$ cat config.mk
export PLATFORM = sky130hd
export DESIGN_NAME = digital_tube_ctrl
export DESIGN_NICKNAME = d
export VERILOG_FILES = /design/src/rtl/digital_tube_pkg.sv /design/src/rtl/dt_tick_gen.sv /design/src/rtl/digital_tube_ctrl.sv
export SDC_FILE = /design/constraint.sdc
export NUM_CORES = 1
export LEC_CHECK = 0
export BUFFER_PORTS_ARGS = -buffer_cell sky130_fd_sc_hd__buf_2
export CORE_MARGIN = 4
export CORE_UTILIZATION = 45
export DETAILED_ROUTE_END_ITERATION = 8
export PLACE_DENSITY_LB_ADDON = 0.1
export SYNTH_ARGS = -nofsm -noshare
export SYNTH_HDL_FRONTEND = slang
export SYNTH_SLANG_ARGS = --single-unit
$ cat constraint.sdc
create_clock -name clk -period 5.16 [get_ports clk]
set_input_delay 0.774 -clock clk [delete_from_list [all_inputs] [get_ports clk]]
set_output_delay 0.774 -clock clk [all_outputs]
set_load 0.01 [all_outputs]
$ cat src/rtl/digital_tube_pkg.sv
// Shared types and constants for the 7-segment display sequencing blocks.
package digital_tube_pkg;

    localparam int BIN_W      = 14;
    localparam int BCD_DIGITS = 4;
    localparam int BCD_W      = 4 * BCD_DIGITS;
    localparam int DISP_MAX   = 9999;
    localparam int ITER_LAST  = BIN_W - 1;

    typedef enum logic [1:0] {
        ST_IDLE = 2'd0,
        ST_CONV = 2'd1,
        ST_LOAD = 2'd2
    } dt_state_e;

    // Double-dabble correction: every BCD nibble of 5 or more gets +3
    // so that the following left shift carries correctly into the next digit.
    function automatic logic [BCD_W-1:0] bcd_add3(input logic [BCD_W-1:0] bcd);
        logic [BCD_W-1:0] res;
        res = bcd;
        for (int i = 0; i < BCD_DIGITS; i++) begin
            if (res[4*i +: 4] >= 4'd5) begin
                res[4*i +: 4] = res[4*i +: 4] + 4'd3;
            end
        end
        return res;
    endfunction

endpackage

$ cat src/rtl/dt_tick_gen.sv
// Free-running divider producing a one-cycle tick every CLK_DIV clocks.
// The first tick appears CLK_DIV cycles after reset release; CLK_DIV=1
// keeps the tick permanently high.
module dt_tick_gen #(
    parameter int CLK_DIV = 50000
) (
    input  logic clk,
    input  logic rstn,
    output logic tick
);

    localparam int CNT_W = (CLK_DIV > 1) ? $clog2(CLK_DIV) : 1;
    localparam logic [CNT_W-1:0] CNT_MAX = CNT_W'(CLK_DIV - 1);

    logic [CNT_W-1:0] r_cnt;
    logic             r_tick;
    logic             w_wrap;

    assign w_wrap = (r_cnt == CNT_MAX);

    // Count 0..CLK_DIV-1 and register the tick on the wrap cycle.
    always_ff @(posedge clk or negedge rstn) begin
        if (!rstn) begin
            r_cnt  <= '0;
            r_tick <= 1'b0;
        end else begin
            r_tick <= w_wrap;
            r_cnt  <= w_wrap ? '0 : r_cnt + 1'b1;
        end
    end

    assign tick = r_tick;

endmodule

$ cat src/rtl/digital_tube_ctrl.sv
// Binary-to-BCD sequencing controller for the 4-digit scanned display.
//
// state   | meaning
// --------+---------------------------------------------------------
// IDLE    | waiting for a value; val_ready high
// CONV    | one shift-add-3 iteration per cycle, 14 iterations
// LOAD    | publish all four digits on one edge, back to IDLE
module digital_tube_ctrl
    import digital_tube_pkg::*;
#(
    parameter int CLK_DIV = 50000
) (
    input  logic             clk,
    input  logic             rstn,
    input  logic             val_valid,
    output logic             val_ready,
    input  logic [BIN_W-1:0] val_data,
    output logic             scan_en,
    output logic [3:0]       single_digit,
    output logic [3:0]       ten_digit,
    output logic [3:0]       hundred_digit,
    output logic [3:0]       kilo_digit,
    output logic             busy,
    output logic             ovf
);

    localparam int SH_W = BCD_W + BIN_W;
    localparam logic [BIN_W-1:0] MAX_BIN = BIN_W'(DISP_MAX);

    dt_state_e         r_state;
    dt_state_e         w_state_nxt;
    logic [3:0]        r_iter;
    logic [SH_W-1:0]   r_shift;
    logic [BCD_W-1:0]  r_digits;
    logic              r_ovf;

    logic              w_over;
    logic [BIN_W-1:0]  w_sat;
    logic [SH_W-1:0]   w_adj;
    logic [SH_W-1:0]   w_shift_step;

    // Out-of-range values saturate so the display reads 9999.
    assign w_over       = (val_data > MAX_BIN);
    assign w_sat        = w_over ? MAX_BIN : val_data;
    assign w_adj        = {bcd_add3(r_shift[SH_W-1:BIN_W]), r_shift[BIN_W-1:0]};
    assign w_shift_step = {w_adj[SH_W-2:0], 1'b0};

    dt_tick_gen #(
        .CLK_DIV (CLK_DIV)
    ) u_tick_gen (
        .clk  (clk),
        .rstn (rstn),
        .tick (scan_en)
    );

    // State register.
    always_ff @(posedge clk or negedge rstn) begin
        if (!rstn) begin
            r_state <= ST_IDLE;
        end else begin
            r_state <= w_state_nxt;
        end
    end

    // Next-state decode.
    always_comb begin
        w_state_nxt = r_state;
        case (r_state)
            ST_IDLE: if (val_valid) w_state_nxt = ST_CONV;
            ST_CONV: if (r_iter == 4'(ITER_LAST)) w_state_nxt = ST_LOAD;
            ST_LOAD: w_state_nxt = ST_IDLE;
            default: w_state_nxt = ST_IDLE;
        endcase
    end

    // Conversion datapath: capture at accept, iterate in CONV, publish in LOAD.
    always_ff @(posedge clk or negedge rstn) begin
        if (!rstn) begin
            r_iter   <= '0;
            r_shift  <= '0;
            r_digits <= '0;
            r_ovf    <= 1'b0;
        end else begin
            case (r_state)
                ST_IDLE: begin
                    if (val_valid) begin
                        r_shift <= {{BCD_W{1'b0}}, w_sat};
                        r_iter  <= '0;
                        r_ovf   <= w_over;
                    end
                end
                ST_CONV: begin
                    r_shift <= w_shift_step;
                    r_iter  <= r_iter + 4'd1;
                end
                ST_LOAD: begin
                    r_digits <= r_shift[SH_W-1:BIN_W];
                end
                default: begin
                end
            endcase
        end
    end

    assign val_ready     = (r_state == ST_IDLE);
    assign busy          = (r_state != ST_IDLE);
    assign ovf           = r_ovf;
    assign single_digit  = r_digits[3:0];
    assign ten_digit     = r_digits[7:4];
    assign hundred_digit = r_digits[11:8];
    assign kilo_digit    = r_digits[15:12];

endmodule

==> key figures, run 1 <==
Run status
  • Outcome: complete, no violations

Synth
  • Main synth FF type: dfrtp_1
  • Sequential element share of the synthesized area: 0.535
  • Library cell with the highest instance count after synthesis: dfrtp_1
  • Area of the mapped netlist: 0.00328 mm2
  • Number of synthesized register bits: 70
  • Synth warnings: 0
  • Avg Synthesized Cell Area: 10.5 um2
  • Dominant cell type by area after synthesis: dfrtp_1
  • Number of enable-type register cells in the synthesized netlist: 0
  • Top cell types by occurrence after synthesis: 70 x dfrtp_1, 35 x nand2_1, 28 x nand3_1
  • Synthesized netlist net count: 339
  • Top cells by area, synth: dfrtp_1 53%, nand3_1 4.3%, ha_1 4.2%
  • Ys async rst share: 1.00
  • Syn Inst Count: 311
  • Area fraction of the dominant cell type after synthesis: 0.535
  • Number of unique standard cell types used by synthesis: 35

Cells and area
  • Utilization after layout: 0.541
  • Area Overhead vs Synth: 14.6%
  • Share of layout cells above drive strength 1: 0.204
  • Number of antenna diodes: 0
  • NumNets Final: 376

Clocking
  • Register clock-pin slew on the reported worst setup and hold paths: 0.07 ns
  • Clock tree root buffer cell: clkbuf_8
  • Count of buffers added by post-CTS timing repair for setup: 0
  • Post_cts resized: 0
  • CTS buffer count: 9
  • Deepest clock path buffer count: 2
  • Sinks on Clock Net: 70
  • Insertion delay of the later-clocked pin in the worst-skew pair: 0.34 ns
  • Post-CTS Hold Fix Bufs: 0
  • H-tree depth: 3
  • CTS tree: built

Setup path
  • Type of destination of the critical path: output pin
  • Critical path fanouts, max: 6
  • Critical path launch point type: flop
  • Sequence of cells on the critical path: or2_2 > inv_1 > buf_2
  • Crit Path Category: reg -> out
  • Biggest cell delay along the critical path: 0.42 ns
  • Crit path DAT: 1.25 ns
  • Required time worst endpoint: 4.39 ns
  • Worst reg2reg path depth: 4
  • Worst-path cell with the longest stage delay: dfrtp_1

Detailed routing
  • Routed Antenna Nets: 0
  • Number of optimization iterations in the first detailed-route pass: 4
  • Initial DRC count: 86
  • Final WL: 6.25 mm
  • Vias after detailed routing: 2,331
  • Average wire per cell in the routed design: 13.9 um
  • DRC violation count after routing: 0
  • Detail-routed via count per cell: 5.19

Floorplan
  • Floorplan core area: 0.00694 mm2
  • Horizontal die dimension: 93.3 um
  • Effective utilization at floorplan: 0.472
  • Total I/O pin count: 37
  • Number of rows in the core area: 30
  • Total Die Area: 0.00871 mm2
  • Floorplan die height: 93.3 um

STA
  • Number of max-slew violations in the final report: 0
  • Worst slew pin tran: 0.848 ns
  • Setup TNS: 0 ns
  • Final cycle utilization of the critical path: 0.391
  • Max Clk Rate: 495 MHz
  • Clock period minus worst slack: 2.02 ns
  • Setup clock skew after layout: 0.00598 ns
  • Final count of hold timing violations: 0
  • Number of failing setup endpoints in the final timing report: 0
  • Setup repair after global routing missed its margin: false
  • Worst-case headroom to the max-slew limit: 0.435

Place
  • Sum of net half-perimeters after detailed placement: 4.36 mm
  • Final weighted congestion in routability-driven placement: 0.756
  • # port buffers: 36

Flow run
  • Max-cap check violation count: 0

Global routing
  • First-pass GRT wire length: 10.8 mm
  • Total global-route track usage: 0.156
  • Antenna violations before repair: 0
  • Largest net degree at the start of global routing: 37
  • Total grt overflow: 0
  • Vias in the first global route: 2,328

Worst hold path
  • Cell depth of the worst hold path: 2
  • Worst hold-check path type: reg -> reg

Power and ir drop
  • Standby leakage power: 1.80 nW
  • Max VDD drop: 0.217 mV
  • Power per cell area: 511 mW/mm2
metrics by stage:
stage          total power [W]  hold slack [ns]  worst slack (ns)  cell area (um2)  std cells
6_report               0.00192            0.473              3.14             3750        449
5_1_grt                0.00208            0.503              3.00             3750        449
4_1_cts                0.00195            0.482              3.12             3750        449
3_5_place_dp           0.00150            0.465              2.98             3550        433
3_3_place_gp           0.00148            0.458              3.01             3550        433
2_1_floorplan          0.00131            0.448              3.23             3280        311
sequential cells by signal, indices dropped and copies added, names as in the netlist:
register,cells
ovf,1
r_digits,16
r_iter,4
r_shift,30
r_state,2
u_tick_gen.r_cnt,16
u_tick_gen.tick,1
cells in the final DEF (no fill, tap or decap), types with 5 or more instances in the layout:
cell	instances
a22oi_1	6
nand2_1	35
a21oi_1	7
xnor2_1	13
inv_1	12
ha_1	11
dfrtp_1	70
mux2_2	11
buf_2	36
nand3_1	28
nand4_1	5
nor2_1	16
xor2_1	9
o21ai_0	24
nand2b_1	6
clkbuf_8	11
o31ai_1	8
layout make-up:
cell class	count	area [um2]
Timing Repair Buffer	40	210
Fill cell	634	3190
Inverter	12	45.0
Clock buffer	12	155
Tap cell	96	120
Multi-Input combinational cell	215	1430
Clock inverter	4	45.0
Sequential cell	70	1750
critical path: cells and delay by family (launching register included):
family | cells | cell delay (ns)
buf+inv | 2 | 0.17
flops | 1 | 0.42
simple gates | 1 | 0.32
path summary, 6_finish.rpt:
path | from | to | slack [ns]
setup / recovery | r_state[1]$_DFFE_PN0P_ | val_ready | 3.14
hold / removal | r_digits[5]$_DFFE_PN0N_ | r_digits[5]$_DFFE_PN0N_ | 0.47
setup reg to reg | u_tick_gen.r_cnt[13]$_DFF_PN0_ | u_tick_gen.r_cnt[9]$_DFF_PN0_ | 3.14
hold reg to reg | r_digits[5]$_DFFE_PN0N_ | r_digits[5]$_DFFE_PN0N_ | 0.47
max in group asynchronous | rstn | u_tick_gen.r_cnt[9]$_DFF_PN0_ | 3.72
min in group asynchronous | rstn | r_digits[0]$_DFFE_PN0N_ | 0.50
where the power goes:
group          total (W)  switching [W]  internal, W
registers       0.000834       0.000118     0.000715
logic           0.000646       0.000351     0.000295
clock network   0.000440       0.000192     0.000247
cell families (layout without fill, tap and decap cells):
family | after synthesis | after routing | synth area share
and+or+nand+nor | 109 | 109 | 0.170
adders and majority gates | 11 | 11 | 0.0420
buffers and inverters | 26 | 68 | 0.0298
muxes | 13 | 13 | 0.0455
DFF | 70 | 70 | 0.535
xor gates and xnor gates | 22 | 22 | 0.0588
AOI/OAI and AO/OA | 60 | 60 | 0.119
per-layer routing:
layer,vias up,GRT usage,routed length [um]
met3,9,0.0265,208
li1,1174,-,-
met1,1105,0.203,3000
met4,0,0.0794,92
met2,43,0.250,2940
met5,-,0,0
Power figures use the tool's default switching activity.
==> run 2, diff against run 1 <==
- clock period: 5.16 -> 2.1 ns (I/O delays scaled with it)
==> run 2 against run 1 <==
Combinational power rose to 2.5 times the previous value. Clock-buffer cell count increased by 1. Power up 140%. Critical path type is now reg -> reg.
==> key figures, run 2 (synthesized netlist as in run 1, its figures left out) <==
Power and ir drop
  • Max VDD drop: 0.590 mV (+170%)
  • Standby leakage power: 1.81 nW (+0.67%)
  • Power per cell area: 1230 mW/mm2 (+140%)

Cells and area
  • Flip-flop count of the largest register after layout: 30 (unchanged)
  • Footprint of the multi-input gates: 0.00143 mm2 (unchanged)
  • Sequential cell area: 0.00175 mm2 (unchanged)
  • Regs by FF count: r_shift x30, r_digits x16, u_tick_gen.r_cnt x16
  • Filler instances: 638 (+0.63%)
  • Reg with most FFs: r_shift
  • Utilization after layout: 0.545 (+0.00450)
  • NumNets Final: 380 (+1.1%)
  • Share of layout cells above drive strength 1: 0.210 (+0.00612)
  • Commonest cells after routing, fill and taps aside: 70 x dfrtp_1, 36 x buf_2, 35 x nand2_1
  • Commonest non-fill, non-tap cell in the layout: dfrtp_1
  • Number of antenna diodes: 0 (unchanged)
  • Area Overhead vs Synth: 15.5%

STA
  • Final count of hold timing violations: 0 (unchanged)
  • Final cycle utilization of the critical path: 0.810
  • Setup repair after global routing missed its margin: false
  • Worst-case headroom to the max-slew limit: 0.498 (+0.0637)
  • Setup clock skew after layout: 0.00654 ns (+0.000561 ns)
  • Worst slew pin tran: 0.750 ns (-0.0983 ns)
  • Max Clk Rate: 588 MHz
  • Setup TNS: 0 ns (unchanged)
  • Number of failing setup endpoints in the final timing report: 0 (unchanged)
  • Number of max-slew violations in the final report: 0 (unchanged)
  • Clock period minus worst slack: 1.70 ns

Clocking
  • Register clock-pin slew on the reported worst setup and hold paths: 0.07 ns (about the same)
  • CTS buffer count: 9 (unchanged)
  • Count of buffers added by post-CTS timing repair for setup: 0 (unchanged)
  • Post_cts resized: 0 (unchanged)
  • Clock tree root buffer cell: clkbuf_8
  • Deepest clock path buffer count: 2 (unchanged)
  • Insertion delay of the later-clocked pin in the worst-skew pair: 0.34 ns (about the same)
  • CTS tree: built
  • Sinks on Clock Net: 70 (unchanged)
  • H-tree depth: 3 (unchanged)

Setup path
  • Type of destination of the critical path: flop
  • CP Capture Point: r_shift[24]$_DFFE_PN0P_
  • R2R Path Start: r_shift[22]$_DFFE_PN0P_
  • Slack of the worst reg-to-reg path: 0.40 ns (-2.74 ns)
  • Start point of the critical path: r_shift[22]$_DFFE_PN0P_
  • Critical path launch point type: flop
  • Reg-to-reg endpoint: r_shift[24]$_DFFE_PN0P_
  • Crit path DAT: 1.95 ns (+0.70 ns)
  • Required time worst endpoint: 2.35 ns (-2.04 ns)
  • Crit Path Category: reg -> reg
  • Worst reg2reg path depth: 6 (+2)
  • Critical path fanouts, max: 4 (-2)

Global routing
  • Vias in the first global route: 2,422 (+4.0%)
  • Met1 capacity usage during global routing: 0.213 (+0.00934)
  • Total global-route track usage: 0.164 (+0.00832)
  • Global routing usage on met2: 0.263 (+0.0131)
  • First-pass GRT wire length: 11.3 mm (+5.0%)
  • Total grt overflow: 0 (unchanged)
  • Largest net degree at the start of global routing: 71 (+92%)
  • Most used routing layer: met2
  • Antenna violations before repair: 0 (unchanged)
  • Met3 track utilization from global routing: 0.0322 (+0.00563)

Run status
  • Outcome: complete, no violations

Detailed routing
  • Initial DRC count: 95 (+10%)
  • Vias after detailed routing: 2,369 (+1.6%)
  • Routed Antenna Nets: 0 (unchanged)
  • Final WL: 6.25 mm (about the same)
  • Average wire per cell in the routed design: 13.8 um (-0.85%)
  • Number of optimization iterations in the first detailed-route pass: 4 (unchanged)
  • DRC violation count after routing: 0 (unchanged)
  • Detail-routed via count per cell: 5.23 (+0.73%)

Floorplan
  • Total I/O pin count: 37 (unchanged)
  • Horizontal die dimension: 93.3 um (unchanged)
  • Effective utilization at floorplan: 0.472 (unchanged)
  • Floorplan die height: 93.3 um (unchanged)
  • Number of rows in the core area: 30 (unchanged)
  • Total Die Area: 0.00871 mm2 (unchanged)
  • Floorplan core area: 0.00694 mm2 (unchanged)

Place
  • Final weighted congestion in routability-driven placement: 0.796 (+5.2%)
  • # port buffers: 36 (unchanged)
  • Sum of net half-perimeters after detailed placement: 4.32 mm (-0.86%)

Flow run
  • Max-cap check violation count: 0 (unchanged)

Worst hold path
  • Worst hold-check path type: in -> reg
-- run 2: worst min path at each step --
stage / from / end / slack, ns / depth (start not counted)
finish: val_data[7] / r_shift[7]$_DFFE_PN0P_ / 0.19 / 2
CTS: val_data[7] / r_shift[7]$_DFFE_PN0P_ / 0.18 / 2
floorplan: rstn / ovf$_DFFE_PN0P_ / 0.02 / 0
detailed placement: rstn / r_digits[2]$_DFFE_PN0N_ / 0.37 / 2
global placement: rstn / r_digits[3]$_DFFE_PN0N_ / 0.37 / 2
global route: val_data[7] / r_shift[7]$_DFFE_PN0P_ / 0.19 / 2
-- run 2: per-layer routing --
layer  part of all wire  vias up
met5                  0        -
met4              0.017        0
met3              0.034        9
met2               0.46       41
met1               0.48     1147
li1                   -     1172
-- run 2: final cells by class --
type                    instances  share of cell area
inverters                      12              0.0119
flip-flops and latches         70               0.463
clock buffers                  13              0.0446
repair buffers                 44              0.0674
multi-input cells             215               0.377
clock inverters                 3             0.00463
well taps                      96              0.0317
-- run 2: power breakdown --
| group | leakage, nW | internal, W | total (W) | switching [W] |
|---|---|---|---|---|
| combinational | 0.814 | 0.000737 | 0.00162 | 0.000882 |
| sequential | 0.905 | 0.00176 | 0.00205 | 0.000291 |
| clock | 0.0954 | 0.000522 | 0.00100 | 0.000479 |
-- run 2: worst max-delay path, stage by stage (launching register included) --
cell and delay [ns]:
dfrtp_1 0.41, inv_1 0.12, ha_1 0.21, nand2b_1 0.07
a21oi_1 0.30, mux2_2 0.37, o21ai_0 0.15
-- run 2: repair_timing --
item                                    4_1_cts  5_1_grt
endpoints found under the setup margin        0        0
hold buffers                                  1        0
endpoints found under the hold margin         1        0
-- run 2: per-stage QoR --
step           instance area, um2  hold slack (ns)  instances  total power [W]  worst slack, ns
2_1_floorplan                3280           0.0194        311          0.00323            0.322
5_1_grt                      3780            0.189        453          0.00510            0.246
4_1_cts                      3780            0.175        453          0.00475            0.387
3_5_place_dp                 3590            0.368        436          0.00372            0.416
6_report                     3780            0.192        453          0.00467            0.400
3_3_place_gp                 3590            0.371        436          0.00365            0.454
==> run 3, diff against run 2 <==
- clock period: 2.1 -> 1.5 ns (I/O delays scaled with it)
==> run 3 against run 2 <==
Largest power group is now combinational logic. The run now ends with setup timing left. First-iteration DRC count is 64% lower. Via count is 8.7% higher. Die area stayed put. Non-clock buffer count is 41 higher. Critical endpoint is now u_tick_gen.r_cnt[8]$_DFF_PN0_. Sequential share of layout area is 5.3 points lower. Cell count is 9.1% higher. Core utilization is 7.1 points higher. Global-route usage is 0.10 points lower. Sequential power is 40% higher. Worst setup slack worse by 0.51 ns. Critical path type unchanged. Clock-buffer cell count is 2 lower.
==> key figures, run 3 (synthesized netlist as in run 1, its figures left out) <==
Clocking
  • Clock tree root buffer cell: clkbuf_8
  • Register clock-pin slew on the reported worst setup and hold paths: 0.08 ns (about the same)
  • CTS tree: built
  • CTS buffer count: 9 (unchanged)
  • Insertion delay of the later-clocked pin in the worst-skew pair: 0.33 ns (about the same)
  • Deepest clock path buffer count: 2 (unchanged)
  • Sinks on Clock Net: 70 (unchanged)
  • H-tree depth: 3 (unchanged)

Global routing
  • Total global-route track usage: 0.163 (-0.00100)
  • Vias in the first global route: 2,465 (+1.8%)
  • First-pass GRT wire length: 11.2 mm (-1.2%)
  • Largest net degree at the start of global routing: 71 (unchanged)
  • Antenna violations before repair: 0 (unchanged)
  • Total grt overflow: 0 (unchanged)

Power and ir drop
  • Power per cell area: 1760 mW/mm2 (+43%)
  • Switching pwr: 0.00254 W (+54%)
  • Internal power contribution: 0.00499 W (+66%)
  • Standby leakage power: 2.07 nW (+14%)
  • Net switching share of the total power: 0.337 (-0.0168)
  • Clk network pwr share: 0.229 (+0.015)
  • Max VDD drop: 0.850 mV (+44%)
  • Seq pwr share: 0.383 (-0.056)
  • Combinational power share: 0.389 (+0.042)

Run status
  • Outcome: finished, violations left
  • Violated checks: setup timing

STA
  • Worst slew pin tran: 0.510 ns (-0.240 ns)
  • Setup repair after global routing missed its margin: true
  • Setup TNS: -0.970 ns (-0.970 ns)
  • Final count of hold timing violations: 0 (unchanged)
  • Number of max-slew violations in the final report: 0 (unchanged)
  • Max Clk Rate: 620 MHz (+5.4%)
  • Setup clock skew after layout: 0.00934 ns (+0.00280 ns)
  • Final cycle utilization of the critical path: 1.08 (+0.266)
  • Number of failing setup endpoints in the final timing report: 10 (+10)
  • Worst-case headroom to the max-slew limit: 0.656 (+0.157)
  • PnR worst setup slack: -0.113 ns (-0.513 ns)
  • Clock period minus worst slack: 1.61 ns (-0.0870 ns)

Setup path
  • Critical path launch point type: flop
  • Biggest cell delay along the critical path: 0.56 ns (+0.15 ns)
  • Type of destination of the critical path: flop
  • Crit path DAT: 1.84 ns (-0.11 ns)
  • Critical path fanouts, max: 5 (+1)
  • Top delay family on crit path: simple AND/OR/NAND/NOR gates
  • Required time worst endpoint: 1.72 ns (-0.63 ns)
  • Worst-path cell with the longest stage delay: or4bb_4
  • Crit Path Category: reg -> reg
  • Number of buffer and inverter stages on the critical path: 2 (+1)
  • Sequence of cells on the critical path: or4bb_4 > nor4_4 > buf_4 > buf_6 > nor2_1

Detailed routing
  • Routed Antenna Nets: 0 (unchanged)
  • Initial DRC count: 34 (-64%)
  • DRC violation count after routing: 0 (unchanged)
  • Average wire per cell in the routed design: 13.4 um (-2.7%)
  • Final WL: 6.63 mm (+6.1%)
  • Detail-routed via count per cell: 5.21 (-0.33%)
  • Vias after detailed routing: 2,575 (+8.7%)
  • Number of optimization iterations in the first detailed-route pass: 4 (unchanged)

Cells and area
  • Commonest cells after routing, fill and taps aside: 69 x dfrtp_1, 43 x buf_4, 34 x buf_2
  • Regs by FF count: r_shift x30, r_digits x16, u_tick_gen.r_cnt x16
  • Finished Cell Area: 0.00428 mm2 (+13%)
  • Reg with most FFs: r_shift
  • Area Overhead vs Synth: 30.6%
  • Flip-flop count of the largest register after layout: 30 (unchanged)
  • Number of antenna diodes: 0 (unchanged)
  • Filler instances: 586 (-8.2%)
  • Share of layout cells above drive strength 1: 0.357 (+0.147)
  • NumNets Final: 421 (+11%)
  • Commonest non-fill, non-tap cell in the layout: dfrtp_1

Place
  • # port buffers: 36 (unchanged)
  • Final weighted congestion in routability-driven placement: 0.782 (-1.8%)
  • Sum of net half-perimeters after detailed placement: 4.48 mm (+3.8%)
  • Area after DPL: 0.00390 mm2 (+8.6%)

Floorplan
  • Horizontal die dimension: 93.3 um (unchanged)
  • Total Die Area: 0.00871 mm2 (unchanged)
  • Floorplan die height: 93.3 um (unchanged)
  • Number of rows in the core area: 30 (unchanged)
  • Floorplan core area: 0.00694 mm2 (unchanged)
  • Effective utilization at floorplan: 0.472 (unchanged)
  • Total I/O pin count: 37 (unchanged)

Worst hold path
  • Worst hold-check path type: in -> reg

Flow run
  • Max-cap check violation count: 0 (unchanged)
## run 3: per-stage QoR
step	worst slack [ns]	utilization	cells	total power [W]	hold slack, ns
after CTS	-0.103	0.604	492	0.00741	0.0907
after global routing	-0.170	0.616	494	0.00811	0.0812
after floorplan	-0.278	-	311	0.00455	-0.0706
after global placement	-0.0721	0.561	472	0.00551	0.281
final	-0.113	0.616	494	0.00753	0.107
after detailed placement	-0.0849	0.561	472	0.00560	0.282
## run 3: metal layers
metal | track usage | part of all wire | vias up
met4 | 0.0733 | 0.016 | 0
met5 | 0 | 0 | -
li1 | - | - | 1261
met2 | 0.268 | 0.49 | 38
met3 | 0.0314 | 0.029 | 11
met1 | 0.209 | 0.47 | 1265
## run 3: area by class of cell
cell class / instances / area, um2 / area share
repair buffers: 85 / 608 / 0.142
inverters: 12 / 45.0 / 0.0105
multi-input cells: 215 / 1520 / 0.355
flip-flops and latches: 70 / 1750 / 0.410
clock inverters: 5 / 81.3 / 0.0190
clock buffers: 11 / 151 / 0.0354
well taps: 96 / 120 / 0.0281
## run 3: worst reg2reg max path: stages, from the launching register on
cell and delay [ns]:
dfrtp_1 0.38, or4bb_4 0.56, nor4_4 0.25, buf_4 0.16, buf_6 0.12, nor2_1 0.04
## run 3: final timing paths
| path | from | to | slack (ns) | cells past startpoint |
|---|---|---|---|---|
| worst min register to register | r_digits[1]$_DFFE_PN0N_ | r_digits[1]$_DFFE_PN0N_ | 0.47 | 2 |
| min in group asynchronous | rstn | r_digits[2]$_DFFE_PN0N_ | 0.46 | 3 |
| worst min-delay path | val_data[5] | r_shift[5]$_DFFE_PN0P_ | 0.11 | 2 |
| max in group asynchronous | rstn | r_state[1]$_DFFE_PN0P_ | 0.75 | 3 |
| worst max-delay path | u_tick_gen.r_cnt[4]$_DFF_PN0_ | u_tick_gen.r_cnt[8]$_DFF_PN0_ | -0.11 | 5 |
| worst max register to register | u_tick_gen.r_cnt[4]$_DFF_PN0_ | u_tick_gen.r_cnt[8]$_DFF_PN0_ | -0.11 | 5 |
## run 3: repair_timing
item,CTS,global route
endpoints found under the setup margin,21,32
hold buffers,1,0
setup buffers,3,2
cloned,1,0
endpoints found under the hold margin,70,0
gates resized for setup,11,25
pin swaps,4,7
## run 3: power by group through the flow
stage | clock, W | combinational (W) | sequential (W)
floorplan | 0 | 0.00167 | 0.00288
global placement | 0 | 0.00264 | 0.00287
detailed placement | 0 | 0.00271 | 0.00289
CTS | 0.00177 | 0.00278 | 0.00286
global route | 0.00188 | 0.00328 | 0.00295
finish | 0.00172 | 0.00293 | 0.00288
